File: config.mk
export PLATFORM = sky130hd
export DESIGN_NAME = fc_neuron_seq
export DESIGN_NICKNAME = d
export VERILOG_FILES = /design/src/rtl/fc_pkg.sv /design/src/rtl/fc_mac_lanes.sv /design/src/rtl/fc_neuron_seq.sv
export SDC_FILE = /design/constraint.sdc
export NUM_CORES = 1
export LEC_CHECK = 0
export BUFFER_PORTS_ARGS = -buffer_cell sky130_fd_sc_hd__buf_2
export CELL_PAD_IN_SITES_DETAIL_PLACEMENT = 1
export CELL_PAD_IN_SITES_GLOBAL_PLACEMENT = 1
export CORE_UTILIZATION = 53
export CTS_CLUSTER_DIAMETER = 200
export DETAILED_ROUTE_END_ITERATION = 16
export MAX_ROUTING_LAYER = met4
export PLACE_DENSITY_LB_ADDON = 0.1
export SYNTH_ARGS = -nofsm -noshare
export SYNTH_HDL_FRONTEND = slang
export SYNTH_SLANG_ARGS = --single-unit
export TNS_END_PERCENT = 50
File: constraint.sdc
create_clock -name clk -period 21.1 [get_ports clk]
set_input_delay 3.165 -clock clk [delete_from_list [all_inputs] [get_ports clk]]
set_output_delay 3.165 -clock clk [all_outputs]
set_load 0.01 [all_outputs]
File: src/rtl/fc_pkg.sv
// Shared state type and width helpers for the sequential fully-connected neuron.
package fc_pkg;

   typedef enum logic [1:0] {RUN, DRAIN, DONE} fc_state_t;

   // The adder tree grows by one bit per level; the accumulator by clog2 of the input count.
   function automatic int sum_width(input int width, input int lanes);
      return 2*width + $clog2(lanes);
   endfunction

   function automatic int out_width(input int width, input int n_in);
      return 2*width + $clog2(n_in);
   endfunction

   function automatic int cnt_width(input int beats);
      return (beats > 1) ? $clog2(beats) : 1;
   endfunction

   function automatic bit cfg_ok(input int n_in, input int lanes);
      return (lanes >= 1) && (lanes <= 32) && ((lanes & (lanes - 1)) == 0) &&
             (n_in >= lanes) && ((n_in % lanes) == 0);
   endfunction

endpackage

File: src/rtl/fc_mac_lanes.sv
// LANES signed multipliers feeding a balanced adder tree; purely combinational.
module fc_mac_lanes
   import fc_pkg::*;
#(
   parameter int WIDTH = 8,
   parameter int LANES = 4,
   localparam int SW = sum_width(WIDTH, LANES)
) (
   input  logic [WIDTH*LANES-1:0] x,
   input  logic [WIDTH*LANES-1:0] w,
   output logic signed [SW-1:0]   sum
);

   localparam int LVLS = $clog2(LANES);

   // Level 0 holds the sign-extended products; each further level halves the node count.
   for (genvar l = 0; l <= LVLS; l++) begin : g_lvl
      logic signed [SW-1:0] v [LANES >> l];
      if (l == 0) begin : g_leaf
         for (genvar k = 0; k < LANES; k++) begin : g_lane
            logic signed [WIDTH-1:0]   xs;
            logic signed [WIDTH-1:0]   ws;
            logic signed [2*WIDTH-1:0] prod;
            assign xs   = x[k*WIDTH +: WIDTH];
            assign ws   = w[k*WIDTH +: WIDTH];
            assign prod = xs * ws;
            assign v[k] = SW'(prod);
         end
      end else begin : g_add
         for (genvar n = 0; n < (LANES >> l); n++) begin : g_node
            assign v[n] = g_lvl[l-1].v[2*n] + g_lvl[l-1].v[2*n+1];
         end
      end
   end

   assign sum = g_lvl[LVLS].v[0];

endmodule

File: src/rtl/fc_neuron_seq.sv
// Time-multiplexed neuron: LANES MACs per beat, registered accumulator, ReLU output.
// Define FC_BIAS_EN to add a signed bias, sampled on the last beat, before the ReLU.
module fc_neuron_seq
   import fc_pkg::*;
#(
   parameter int WIDTH = 8,
   parameter int IN    = 128,
   parameter int LANES = 4,
   localparam int OUT_W = out_width(WIDTH, IN)
) (
   input  logic                   clk,
   input  logic                   rst,
   input  logic                   in_valid,
   output logic                   in_ready,
   input  logic [WIDTH*LANES-1:0] x,
   input  logic [WIDTH*LANES-1:0] w,
   input  logic [OUT_W-1:0]       bias,
   output logic                   out_valid,
   input  logic                   out_ready,
   output logic [OUT_W-1:0]       z
);

   localparam int SW    = sum_width(WIDTH, LANES);
   localparam int BEATS = IN / LANES;
   localparam int CW    = cnt_width(BEATS);
   localparam logic [CW-1:0] LAST_BEAT = CW'(BEATS - 1);

   if (!cfg_ok(IN, LANES)) begin : g_cfg_err
      $error("fc_neuron_seq: IN must be a multiple of LANES and LANES a power of two in 1..32");
   end

   fc_state_t            state, state_nxt;
   logic [CW-1:0]        beat_cnt;
   logic signed [SW-1:0] mac_sum, s1_sum;
   logic                 s1_valid;
   logic signed [OUT_W-1:0] acc, acc_sum, drain_sum;
   logic                 accept, last_beat;

   fc_mac_lanes #(.WIDTH(WIDTH), .LANES(LANES)) u_mac (
      .x   (x),
      .w   (w),
      .sum (mac_sum)
   );

   assign in_ready  = (state == RUN) && !rst;
   assign accept    = in_valid && in_ready;
   assign last_beat = accept && (beat_cnt == LAST_BEAT);
   assign acc_sum   = s1_valid ? acc + OUT_W'(s1_sum) : acc;

`ifdef FC_BIAS_EN
   logic signed [OUT_W-1:0] bias_q;

   always_ff @(posedge clk) begin
      if (rst)
         bias_q <= '0;
      else if (last_beat)
         bias_q <= bias;
   end

   assign drain_sum = acc_sum + bias_q;
`else
   logic unused_bias;
   assign unused_bias = ^bias;
   assign drain_sum   = acc_sum;
`endif

   always_ff @(posedge clk) begin
      if (rst)
         state <= RUN;
      else
         state <= state_nxt;
   end

   always_comb begin
      state_nxt = state;
      case (state)
         RUN:     if (last_beat) state_nxt = DRAIN;
         DRAIN:   state_nxt = DONE;
         DONE:    if (out_ready) state_nxt = RUN;
         default: state_nxt = RUN;
      endcase
   end

   // Stage 1 captures the lane sum; the accumulator absorbs it one cycle later, even across bubbles.
   always_ff @(posedge clk) begin
      if (rst) begin
         beat_cnt  <= '0;
         s1_sum    <= '0;
         s1_valid  <= 1'b0;
         acc       <= '0;
         out_valid <= 1'b0;
         z         <= '0;
      end else begin
         s1_valid <= accept;
         if (accept) begin
            s1_sum   <= mac_sum;
            beat_cnt <= beat_cnt + 1'b1;
         end
         case (state)
            RUN:   acc <= acc_sum;
            DRAIN: begin
               acc       <= drain_sum;
               z         <= drain_sum[OUT_W-1] ? '0 : drain_sum;
               out_valid <= 1'b1;
            end
            DONE:  if (out_ready) begin
               acc       <= '0;
               beat_cnt  <= '0;
               out_valid <= 1'b0;
            end
            default: ;
         endcase
      end
   end

endmodule
Word-level counts from Yosys, hierarchy flattened. Cells that the tools add are included. Widths: inputs -> output; s select.

$add $sub $neg: 5. Multipliers: 4. Equal/unequal tests: 5. Muxes and demuxes: 12. Reduce and logical (&&, ||, !) cells: 11.

Operators by type and width (number): $mul 8x8->16 (4); $mux 23 (2); $pmux 23 s2 (1); $add 16x16->17 (2); $add 23x18->23 (1); $mux 22 (1); $add 18x18->18 (1); $mux 5 (3); $pmux 2 s3 (1); $reduce_and 2->1 (3); $add 5x1->5 const B (1); $eq 5x5->1 const B (1); $mux 2 (2); $ne 2x2->1 const B (2); $reduce_bool 2->1 (2); $logic_and 1x1->1 (3); $eq 2x1->1 const B (1); $eq 2x2->1 const B (1); $logic_not 2->1 (1); $pmux 1 s2 (1); $reduce_or 2->1 (1); $logic_not 1->1 (1); $mux 1 (1).

Bits in registers: 73. Input bits: 91. Output and inout port bits: 25. Logic and storage cells: 44.

Longest topological paths before layout.
Word-level depth: 6. Depth in mapped cells: 28. Gate-level depth less buffers: 28.

Hierarchy. A second synthesis with hierarchy kept.

Cells, all modules: 1572. Area, all modules: 14883.0 um^2.

By module, submodules not included: fc_mac_lanes (times used 1, cells an instance 1121, area each 10956.8 um^2); fc_neuron_seq (times used 1, cells an instance 451, area each 3926.3 um^2).

Least setup slack after synthesis. Ideal clock, no wire load.

Kind: input to register. Start point: input x[5]. End point: register s1_sum[15]. Library setup time: 129 ps. Data arrival time: 9052 ps. Required time: 20971 ps. Setup slack: 11919 ps. Stages: 24. Path buffers: 0. Path through: and2_1 fa_1 inv_1 fa_1 inv_1 fa_1 fa_1 fa_1 inv_1 fa_1 inv_1 ha_1 a21boi_0 o21ai_0 a21boi_0 nor2_1 ha_1 or2_2 a211o_1 a311oi_1 o21ai_0 a31oi_1 xor2_1 o21ai_0.

Word-level cells in the longest chain between the ends: 3.

RTL lines: start: declaration (RTL line fc_neuron_seq.sv:15) `input logic [WIDTH*LANES-1:0] x,`; $mul 8x8->16 (RTL line fc_mac_lanes.sv:26) `assign prod = xs * ws;`; $add 16x16->17 (RTL line fc_mac_lanes.sv:31) `assign v[n] = g_lvl[l-1].v[2*n] + g_lvl[l-1].v[2*n+1];`; $add 18x18->18 (RTL line fc_mac_lanes.sv:31); end signal: assignment (RTL line fc_neuron_seq.sv:96) `s1_sum <= mac_sum;`; end: declaration (RTL line fc_neuron_seq.sv:34) `logic signed [SW-1:0] mac_sum, s1_sum;`.

No other way between the ends. A chain may end at the register's enable or synchronous reset.

Final worst setup path.
Start point: input x[31]. End point: register s1_sum[15].

Same word-level chain as after synthesis.

==> results.ini <==
[yosys]
synth_seq_cells = 72
yosysWarnings = 0
async_flop_share_pct = 0
synthesis.nets = 2236
avgSynthCellArea_sq_um = 8.98
synth.distinct_cells = 71
syn-instance-count = 1710
ys.flop_type = dfxtp_1
synth-edff-count = 0
synth_area_sq_um = 15400
ys_seq_area_share_pct = 9.38

[timing]
hold-worst-slack_ns = 0.438
clock-skew-final_ns = 0.00766
max_slew_margin_pct = 41.6
final-hold-violation-count = 0
setup_viol = 0
rsz0062_at_grt = false
worst_slew_pin_slew_ns = 0.875
fmax_mhz = 102
min_period_over_period_pct = 46.6
timing.setup.tns_ns = 0
drv_slew = 0
fin_crit_ns = 9.84

[global_route]
grt_max_degree = 34
grt_pass1_wl_microns = 63500
grtUsageTotal_pct = 28.0
grt_pass1_vias = 13100
grt_antenna_before_repair = 0
gr-total-overflow = 0

[clock_tree]
cts_resized = 0
cts_root_buffer = clkbuf_16
path_clk_slew_ns = 0.06
cts.htree.levels = 3
holdBufCountCts = 0
cts_buffers = 9
cts_buffer_depth = 2
cts_sinks = 72
post_cts_buffers = 0
cts_tree = done
clock_latency_ns = 0.34

[detailed_routing]
drc = 0
drtIter0Drc = 435
drtAntennaViolNets = 0
topRoutingLayerUsed = met4
wl_met1_microns = 15600
via_per_inst = 5.34
wl_per_cell_microns = 17.1
met3_length_microns = 569
dr.pass1.iters = 4
postRouteWirelength_microns = 37100
routed-via-count = 11600
met2_length_microns = 20100

[die]
fp.dieW_microns = 172
initial_core_util_pct = 54.5
die_area_sq_um = 29700
fp.dieH_microns = 172
core-area_sq_um = 28200
rows = 61
num_io_pins = 116

[final_layout]
nets = 2315
final_cell_mix = inv_1 (371), fa_1 (288), and2_1 (150), ha_1 (147), nand2_1 (143)
final_common_cell = inv_1
drive_gt1_share_pct = 8.36
syn_to_final_growth_pct = 7.43

[placed_design]
port_buffers = 91
hpwl_microns = 32000
gp_congestion = 0.866

[worst_setup_path]
critPathRequiredTime_ns = 21.31
startpoint_type = input pin
path_max_fanout = 8
crit_arrival_ns = 10.05
path_class = input pin to flop
critPathCaptureType = flop

[hold_path]
hold_path.class = flop to flop

[flow_run]
drv_cap = 0

[outcome]
outcome = finished clean

[through the flow]
step | instances | setup WS, ns | cell area [sq um] | util [%]
finish | 2173 | 11.26 | 16500 | 58.6
global route | 2172 | 10.67 | 16500 | 58.6
CTS | 2172 | 11.23 | 16500 | 58.6
floorplan | 1710 | 11.92 | 15400 | -
detailed placement | 2156 | 10.89 | 16200 | 57.5
global placement | 2156 | 11.06 | 16200 | 57.5
[metal layers]
| metal | track usage (%) | up-vias |
|---|---|---|
| li1 | - | 5501 |
| met1 | 33.0 | 5931 |
| met2 | 51.8 | 128 |
| met3 | 1.53 | 49 |
| met4 | 7.04 | 0 |
| met5 | - | - |
[synthesized netlist by cell type (all sizes together), types with 5 or more instances]
master / n / area share, %
xnor2: 53 / 3.0
fa: 288 / 38
nor3b: 5 / 0.24
nor2: 97 / 2.4
and3: 10 / 0.41
clkbuf: 22 / 0.54
buf: 6 / 0.28
nand2: 143 / 3.5
a2bb2oi: 5 / 0.29
nand3: 28 / 0.91
a21o: 14 / 0.68
ha: 147 / 12
o21bai: 6 / 0.29
a31oi: 5 / 0.20
and2: 150 / 6.1
xor2: 18 / 1.0
nor3: 16 / 0.52
nor2b: 8 / 0.33
dfxtp: 72 / 9.4
a21oi: 56 / 1.8
a211oi: 10 / 0.52
nand3b: 6 / 0.29
a31o: 6 / 0.34
mux2i: 14 / 0.91
nand2b: 16 / 0.65
o21ai: 71 / 2.8
inv: 371 / 9.1
[state kept, by name, summed over array words and instances, names as in the netlist]
name       count
acc           23
out_valid      1
beat_cnt       5
state          2
z             22
s1_valid       1
s1_sum        18
[final cells by class]
cell class	count	area (sq um)
multi-input combinational	1237	12400
fill	3365	11700
sequential	72	1440
inverter	373	1400
timing repair buffer	96	493
tap	378	473
clock buffer	10	229
clock inverter	6	68.8
antenna	1	2.50
[critical path, stage by stage]
cell	delay [ns]
buf_2	0.18
and2_1	0.50
inv_1	0.13
fa_1	0.49
fa_1	0.53
inv_1	0.06
fa_1	0.55
fa_1	0.45
fa_1	0.49
inv_1	0.05
fa_1	0.47
inv_1	0.04
ha_1	0.31
o21ai_0	0.13
a21boi_0	0.37
nor2_1	0.14
ha_1	0.24
or2_2	0.31
a211o_1	0.33
a311oi_1	0.39
o21ai_0	0.14
a31oi_1	0.33
xor2_1	0.17
o21ai_0	0.08
[cell families after synthesis]
kind of cell / count (synthesis) / share of synthesized area (%)
AO/OA/AOI/OAI: 216 / 9.81
XOR/XNOR: 71 / 4.05
adder cells (fa/ha/maj): 435 / 49.5
buffers and inverters: 401 / 9.93
flip-flops: 72 / 9.38
multiplexers: 14 / 0.912
other: 1 / 0.0244
AND/OR/NAND/NOR: 500 / 16.4
[worst paths after layout]
path,startpoint,endpoint,slack (ns),cells after the start
hold reg to reg,z[8],z[8],0.44,2
hold / removal,z[8],z[8],0.44,2
setup / recovery,x[31],s1_sum[15],11.26,24
setup reg to reg,s1_sum[0],z[11],17.76,12
Power is left out: the tool's default activity adds up to more than one toggle a clock period on the data nets, which glitch-free logic cannot reach.
